**src/rtl/axil_wb_pkg.sv**
```systemverilog
// Shared types and constants for the AXI4-Lite to Wishbone bridge.
package axil_wb_pkg;

  typedef enum logic [2:0] {
    ST_IDLE,
    ST_WB_WR,
    ST_WB_RD,
    ST_B_RESP,
    ST_R_RESP
  } axil_wb_state_e;

  localparam logic [1:0] RESP_OKAY   = 2'b00;
  localparam logic [1:0] RESP_SLVERR = 2'b10;

  // Byte-lane count for a given data width.
  function automatic int unsigned strb_width(input int unsigned data_width);
    return data_width / 8;
  endfunction

endpackage

```
**src/rtl/wb_timeout_ctr.sv**
```systemverilog
// Counts cycles spent waiting on a Wishbone slave and flags the last allowed one.
module wb_timeout_ctr #(
  parameter int unsigned TIMEOUT_CYCLES = 256
) (
  input  logic clk_i,
  input  logic rst_i,
  input  logic clr,
  input  logic en,
  output logic expired
);

  if (TIMEOUT_CYCLES == 0) begin : g_off
    logic unused_inputs;
    assign unused_inputs = ^{clk_i, rst_i, clr, en};
    assign expired = 1'b0;
  end else begin : g_on
    localparam int unsigned CW = $clog2(TIMEOUT_CYCLES + 1);
    localparam logic [CW-1:0] LAST = CW'(TIMEOUT_CYCLES - 1);

    logic [CW-1:0] count;

    // Cycle counter, cleared on termination or while idle.
    always_ff @(posedge clk_i) begin
      if (rst_i || clr) begin
        count <= '0;
      end else if (en) begin
        count <= count + CW'(1);
      end
    end

    assign expired = en && (count == LAST);
  end

endmodule

```
**src/rtl/axil_wb_bridge_gen.sv**
```systemverilog
// AXI4-Lite slave to Wishbone B4 classic master, one transaction in flight,
// round-robin read/write arbitration, err/timeout mapped to SLVERR.
module axil_wb_bridge_gen
  import axil_wb_pkg::*;
#(
  parameter int unsigned ADDR_WIDTH     = 32,
  parameter int unsigned DATA_WIDTH     = 32,
  parameter int unsigned TIMEOUT_CYCLES = 256,
  localparam int unsigned STRB_WIDTH    = strb_width(DATA_WIDTH)
) (
  input  logic                  clk_i,
  input  logic                  rst_i,
  input  logic [ADDR_WIDTH-1:0] s_awaddr_i,
  input  logic                  s_awvalid_i,
  output logic                  s_awready_o,
  input  logic [DATA_WIDTH-1:0] s_wdata_i,
  input  logic [STRB_WIDTH-1:0] s_wstrb_i,
  input  logic                  s_wvalid_i,
  output logic                  s_wready_o,
  output logic [1:0]            s_bresp_o,
  output logic                  s_bvalid_o,
  input  logic                  s_bready_i,
  input  logic [ADDR_WIDTH-1:0] s_araddr_i,
  input  logic                  s_arvalid_i,
  output logic                  s_arready_o,
  output logic [DATA_WIDTH-1:0] s_rdata_o,
  output logic [1:0]            s_rresp_o,
  output logic                  s_rvalid_o,
  input  logic                  s_rready_i,
  output logic [ADDR_WIDTH-1:0] wb_adr_o,
  output logic [DATA_WIDTH-1:0] wb_dat_o,
  output logic [STRB_WIDTH-1:0] wb_sel_o,
  output logic                  wb_we_o,
  output logic                  wb_cyc_o,
  output logic                  wb_stb_o,
  input  logic [DATA_WIDTH-1:0] wb_dat_i,
  input  logic                  wb_ack_i,
  input  logic                  wb_err_i
);

  axil_wb_state_e state_q, state_d;
  logic last_was_read;
  logic grant_wr, grant_rd, done, fail, in_wb, expired;
  logic wr_pend, rd_pend;

  assign wr_pend = s_awvalid_i && s_wvalid_i;
  assign rd_pend = s_arvalid_i;
  assign in_wb   = (state_q == ST_WB_WR) || (state_q == ST_WB_RD);

  wb_timeout_ctr #(
    .TIMEOUT_CYCLES(TIMEOUT_CYCLES)
  ) u_timeout (
    .clk_i  (clk_i),
    .rst_i  (rst_i),
    .clr    (done || !in_wb),
    .en     (in_wb),
    .expired(expired)
  );

  // State register.
  always_ff @(posedge clk_i) begin
    if (rst_i) begin
      state_q <= ST_IDLE;
    end else begin
      state_q <= state_d;
    end
  end

  // Next-state, arbitration and termination decode.
  always_comb begin
    state_d  = state_q;
    grant_wr = 1'b0;
    grant_rd = 1'b0;
    done     = 1'b0;
    fail     = 1'b0;
    case (state_q)
      ST_IDLE: begin
        if (!rst_i) begin
          if (wr_pend && (!rd_pend || last_was_read)) begin
            grant_wr = 1'b1;
            state_d  = ST_WB_WR;
          end else if (rd_pend) begin
            grant_rd = 1'b1;
            state_d  = ST_WB_RD;
          end
        end
      end
      ST_WB_WR, ST_WB_RD: begin
        if (wb_ack_i || wb_err_i || expired) begin
          done    = 1'b1;
          fail    = wb_err_i || !wb_ack_i;
          state_d = (state_q == ST_WB_WR) ? ST_B_RESP : ST_R_RESP;
        end
      end
      ST_B_RESP: begin
        if (s_bready_i) state_d = ST_IDLE;
      end
      ST_R_RESP: begin
        if (s_rready_i) state_d = ST_IDLE;
      end
      default: state_d = ST_IDLE;
    endcase
  end

  // Request capture, response capture and arbitration history.
  always_ff @(posedge clk_i) begin
    if (rst_i) begin
      wb_adr_o      <= '0;
      wb_dat_o      <= '0;
      wb_sel_o      <= '0;
      s_bresp_o     <= RESP_OKAY;
      s_rresp_o     <= RESP_OKAY;
      s_rdata_o     <= '0;
      last_was_read <= 1'b1;
    end else begin
      if (grant_wr) begin
        wb_adr_o <= s_awaddr_i;
        wb_dat_o <= s_wdata_i;
        wb_sel_o <= s_wstrb_i;
      end
      if (grant_rd) begin
        wb_adr_o <= s_araddr_i;
        wb_sel_o <= '1;
      end
      if (done && (state_q == ST_WB_WR)) begin
        s_bresp_o <= fail ? RESP_SLVERR : RESP_OKAY;
      end
      if (done && (state_q == ST_WB_RD)) begin
        s_rresp_o <= fail ? RESP_SLVERR : RESP_OKAY;
        s_rdata_o <= fail ? '0 : wb_dat_i;
      end
      if ((state_q == ST_B_RESP) && s_bready_i) last_was_read <= 1'b0;
      if ((state_q == ST_R_RESP) && s_rready_i) last_was_read <= 1'b1;
    end
  end

  assign s_awready_o = grant_wr;
  assign s_wready_o  = grant_wr;
  assign s_arready_o = grant_rd;
  assign wb_cyc_o    = in_wb;
  assign wb_stb_o    = in_wb;
  assign wb_we_o     = (state_q == ST_WB_WR);
  assign s_bvalid_o  = (state_q == ST_B_RESP);
  assign s_rvalid_o  = (state_q == ST_R_RESP);

endmodule

```
**config.mk**
```make
export PLATFORM = sky130hd
export DESIGN_NAME = axil_wb_bridge_gen
export DESIGN_NICKNAME = d
export VERILOG_FILES = /design/src/rtl/axil_wb_pkg.sv /design/src/rtl/wb_timeout_ctr.sv /design/src/rtl/axil_wb_bridge_gen.sv
export SDC_FILE = /design/constraint.sdc
export NUM_CORES = 1
export LEC_CHECK = 0
export BUFFER_PORTS_ARGS = -buffer_cell sky130_fd_sc_hd__buf_2
export CORE_MARGIN = 2
export CORE_UTILIZATION = 35
export DETAILED_ROUTE_END_ITERATION = 8
export PLACE_DENSITY = 0.67
export REMOVE_ABC_BUFFERS = 1
export SLEW_MARGIN = 5
export SYNTH_ARGS = -nofsm -noshare
export SYNTH_HDL_FRONTEND = slang
export SYNTH_SLANG_ARGS = --single-unit
```
**constraint.sdc**
```tcl
create_clock -name clk_i -period 2.4 [get_ports clk_i]
set_clock_uncertainty 0.2 [all_clocks]
set_input_delay 0.48 -clock clk_i [delete_from_list [all_inputs] [get_ports clk_i]]
set_output_delay 0.48 -clock clk_i [all_outputs]
set_load 0.02 [all_outputs]
```
Yosys cells after proc, flatten, opt, wreduce, memory -nomap -nowiden

Index checks and enable logic that the tools add are counted.

Register bits after elaboration: 117
Bits of input ports: 141
Output and inout bits: 112

$add $sub $neg: 1
Equality and inequality tests: 9
Mux-type cells: 24
Reductions and logical operators: 22

Operators with widths:

| operator                                                              | count |
|---|---|
| 32-bit two-way mux                                                    | 3 |
| 3-bit two-way mux                                                     | 6 |
| 3-bit case mux with 4 select lines                                    | 1 |
| 1-bit two-way mux                                                     | 11 |
| 9-bit by 1-bit adder with 9-bit output, second input constant         | 1 |
| 9-bit by 8-bit equality test with 1-bit output, second input constant | 1 |
| 4-bit two-way mux                                                     | 2 |
| 1-bit logical AND                                                     | 7 |
| 1-bit logical OR                                                      | 7 |
| 3-bit by 2-bit equality test with 1-bit output, second input constant | 2 |
| 2-bit by 1-bit != test with 1-bit output, second input constant       | 2 |
| 4-bit AND reduction                                                   | 1 |
| 2-bit OR reduction                                                    | 2 |
| 3-bit by 1-bit equality test with 1-bit output, second input constant | 1 |
| 3-bit equality test, second input constant                            | 1 |
| 1-bit logical NOT                                                     | 3 |
| 3-bit logical NOT                                                     | 1 |
| 3-bit != test, second input constant                                  | 1 |
| 2-bit two-way mux                                                     | 1 |
| 2-bit != test, second input constant                                  | 1 |
| 2-bit nonzero test                                                    | 1 |

Logic depth before layout (Yosys ltp)

Word-level depth: 8
Gate-level depth with buffers: 9
Mapped depth without buffers: 8

Cells and area by module

From an unflattened synthesis, not the netlist that was laid out.

Cell total of the unflattened synthesis: 540
Area total of the unflattened synthesis: 4498.1 µm²

Modules (own cells, without submodules):

| module             | instances | cells each | area an instance (µm²) |
|---|---|---|---|
| axil_wb_bridge_gen | 1         | 494        | 4088.9 |
| wb_timeout_ctr     | 1         | 46         | 409.1 |

Worst setup path after synthesis

OpenSTA, ideal clock, no wires.

Path kind: register to output
From: reg state_q[1]
To: out s_wready_o
Data arrival time: 1911 ps
Data required time: 1720 ps
Path slack: -191 ps
Cell stages (with the launch flop): 8
Path buffers: 4
Cell sequence: dfxtp_1 -> buf_6 -> or3_4 -> or3_1 -> buf_2 -> buf_2 -> nor2_1 -> buf_4

Word-level cells in the longest chain between the ends: 2

Ends and longest elaborated chain:

| what                     | line                     | RTL |
|---|---|---|
| start: declaration       | axil_wb_bridge_gen.sv:41 | `axil_wb_state_e state_q, state_d;` |
| start signal: assignment | axil_wb_bridge_gen.sv:65 | `state_q <= state_d;` |
| 3-bit logical NOT        | axil_wb_bridge_gen.sv:76 | `case (state_q)` |
| 1-bit two-way mux        | axil_wb_bridge_gen.sv:76 |  |
| end: declaration         | axil_wb_bridge_gen.sv:19 | `output logic s_wready_o,` |

No other way between the ends.

Worst setup path after layout

Ends and elaborated chain as after synthesis.

==> flow_summary.ini <==
[final_layout]
fin_util = 0.514
area_growth_pct = 44.7
design_area_mm2 = 0.00644
layout.nets = 916
final_common_cell = buf_2
fill_cells = 1309
n_antenna_cell = 0
drive_above_1_share = 0.390
final_cell_mix = buf_2, dfxtp_1, nand2_1

[route]
num_vias = 4545
first_pass_iters = 4
drt-total-wl_um = 13300
drt_iter0_markers = 260
avgRoutedWirePerCell_um = 13.9
routed_via_density = 4.75
postRouteAntennaNets = 0
drc = 0

[placed_design]
port_buffers = 250
postPlaceCellArea_mm2 = 0.00581
dp_hpwl_um = 9260
globalplace.congestion = 0.788

[critical_path]
cp-end-kind = output port
worstRegToRegCells = 8
r2r_start = u_timeout.g_on.count[0]
crit_path_max_fanout = 2
critical_path_required_ps = 1720
startpoint_type = register
critPathKind = reg -> out
worstPathArrival_ps = 1720
r2r_end = u_timeout.g_on.count[2]
rrSetupSlack_ps = 280

[timing]
slew_viol_final = 0
tightestPinTransition_ps = 738
period_share = 1.00
worst_slack_ps = -4.16
slew_headroom = 0.508
rsz0062_at_grt = yes
finalHoldViolCount = 0
setup_viol = 2
fmax_mhz = 416
hold-worst-slack_ps = 112
period_needed_ps = 2400
setup_tns_ps = -6.73

[synthesis]
ys_ff_latch = 115
yosysUniqueCellTypes = 38
synth_area_leader_cell = dfxtp_1
synth_area_per_cell_um2 = 8.33
synth-warning-count = 0
netlist_instances = 534
synth_edf_count = 0
synthTopCellsByArea = dfxtp_1, a21oi_1, nand2_1
syn_area_mm2 = 0.00445
synth_top_cell_area_share = 0.518
async_flop_share = 0
ys_seq_area_frac = 0.518
synthFlopType = dfxtp_1

[min_path]
hold_depth = 3
hold_path.class = in -> reg
min_from = s_awaddr_i[6]
min_to = wb_adr_o[6]

[floorplanning]
io_pins = 253
die_area_mm2 = 0.0136
die_w_um = 117
fp-row-count = 41
die_h_um = 117
start_util = 0.355
core_mm2 = 0.0125

[global_routing]
grt_max_degree = 72
grt_overflow_total = 0
antenna_found_initial = 0
grt_pass1_wl_um = 19900
grt_pass1_vias = 4026
grt.total_usage = 0.190

[clocking]
htreeDepth = 4
clock_latency_ps = 400
cts.reportedPaths.clkPinSlew_ps = 50
postCtsHoldBufs = 0
clockBufferDepth = 2
cts_buffers = 17
cts_sinks = 115
clockRootBuffer = clkbuf_16
cts_tree = yes

[outcome]
violations = negative setup slack
outcome = finished with violations

[power]
power.leakage_nw = 2.96
power_density_mw_per_mm2 = 1060
vdd_drop_max_mv = 0.467

[run]
cap_violations = 0
metrics by stage:
step | std cells | power, mW | worst slack [ps]
6_report | 957 | 6.83 | -4.16
5_1_grt | 957 | 7.22 | -88.2
4_1_cts | 957 | 6.90 | -63.7
3_5_place_dp | 925 | 4.39 | 48.2
3_3_place_gp | 925 | 4.37 | 67.6
2_1_floorplan | 488 | 3.54 | -1040
cell usage after synthesis, drive strengths merged (2+ instances only):
cell type / n
a31oi: 4
xnor2: 7
dfxtp: 115
nor2b: 2
o21ai: 31
nor2: 45
nor3: 5
inv: 6
nand3: 6
o211a: 2
and3: 4
nand2: 107
o211ai: 2
or3: 3
or4: 2
a22oi: 34
buf: 22
a21oi: 95
clkbuf: 25
ha: 2
nor4: 3
worst max path at each step:
| stage | startpoint | endpoint | slack, ps | cells after the start |
|---|---|---|---|---|
| 6_report | state_q[1] | s_wready_o | -4 | 4 |
| 5_1_grt | state_q[1] | s_wready_o | -90 | 4 |
| 4_1_cts | state_q[1] | s_awready_o | -60 | 4 |
| 3_5_place_dp | s_arvalid_i | s_awready_o | 50 | 5 |
| 3_3_place_gp | s_arvalid_i | s_wready_o | 70 | 5 |
| 2_1_floorplan | state_q[2] | wb_adr_o[15] | -1040 | 4 |
worst max-delay path, stage by stage, from the launching register on:
cell     delay, ps
dfxtp_2        310
or3_4          380
or3_4          350
nor2_4         140
buf_6          140
report_power, final:
part	total (mW)	internal [mW]	switching, mW
clock network	2.46	1.62	0.841
logic	2.06	0.737	1.32
registers	2.32	2.19	0.130
total	6.83	4.54	2.29
area by class of cell:
class                   count  area (um^2)  area share
repair buffers            266         1410       0.219
inverters                   6         22.5     0.00350
multi-input cells         367         1900       0.295
well taps                 172          215      0.0334
clock inverters            10          106      0.0165
clock buffers              21          480      0.0747
flip-flops and latches    115         2300       0.358
metal layers:
layer  track usage  part of all wire  wire length, um  vias to the layer above
met5             0                 0                0                        -
met1         0.232              0.43             5690                     2040
met3        0.0628             0.079             1060                       18
li1              -                 -                -                     2306
met4        0.0769             0.016              216                        0
met2         0.309              0.48             6340                      181
registers in the layout, indices dropped and copies added, names as in the netlist:
signal / count
wb_dat_o: 32
s_rdata_o: 32
wb_sel_o: 4
wb_adr_o: 32
state_q: 3
last_was_read: 1
s_rresp_o: 1
s_bresp_o: 1
u_timeout.g_on.count: 9
logic make-up (layout without fill, tap and decap cells):
family | after synthesis | count (layout) | synth area share
simple gates | 181 | 181 | 0.171
compound gates | 175 | 175 | 0.226
flops | 115 | 115 | 0.518
buf+inv | 53 | 303 | 0.0627
xor+xnor | 7 | 7 | 0.0155
fa+ha+maj | 2 | 2 | 0.00562
other cells | 1 | 2 | 0.000843
what timing repair did:
action | CTS | global route
resized for setup | 7 | 3
cloned | 0 | 0
pin swaps | 2 | 1
setup buffers | 1 | 0
setup endpoints to repair | 2 | 11
No activity file was read; power rests on OpenSTA's default activity.
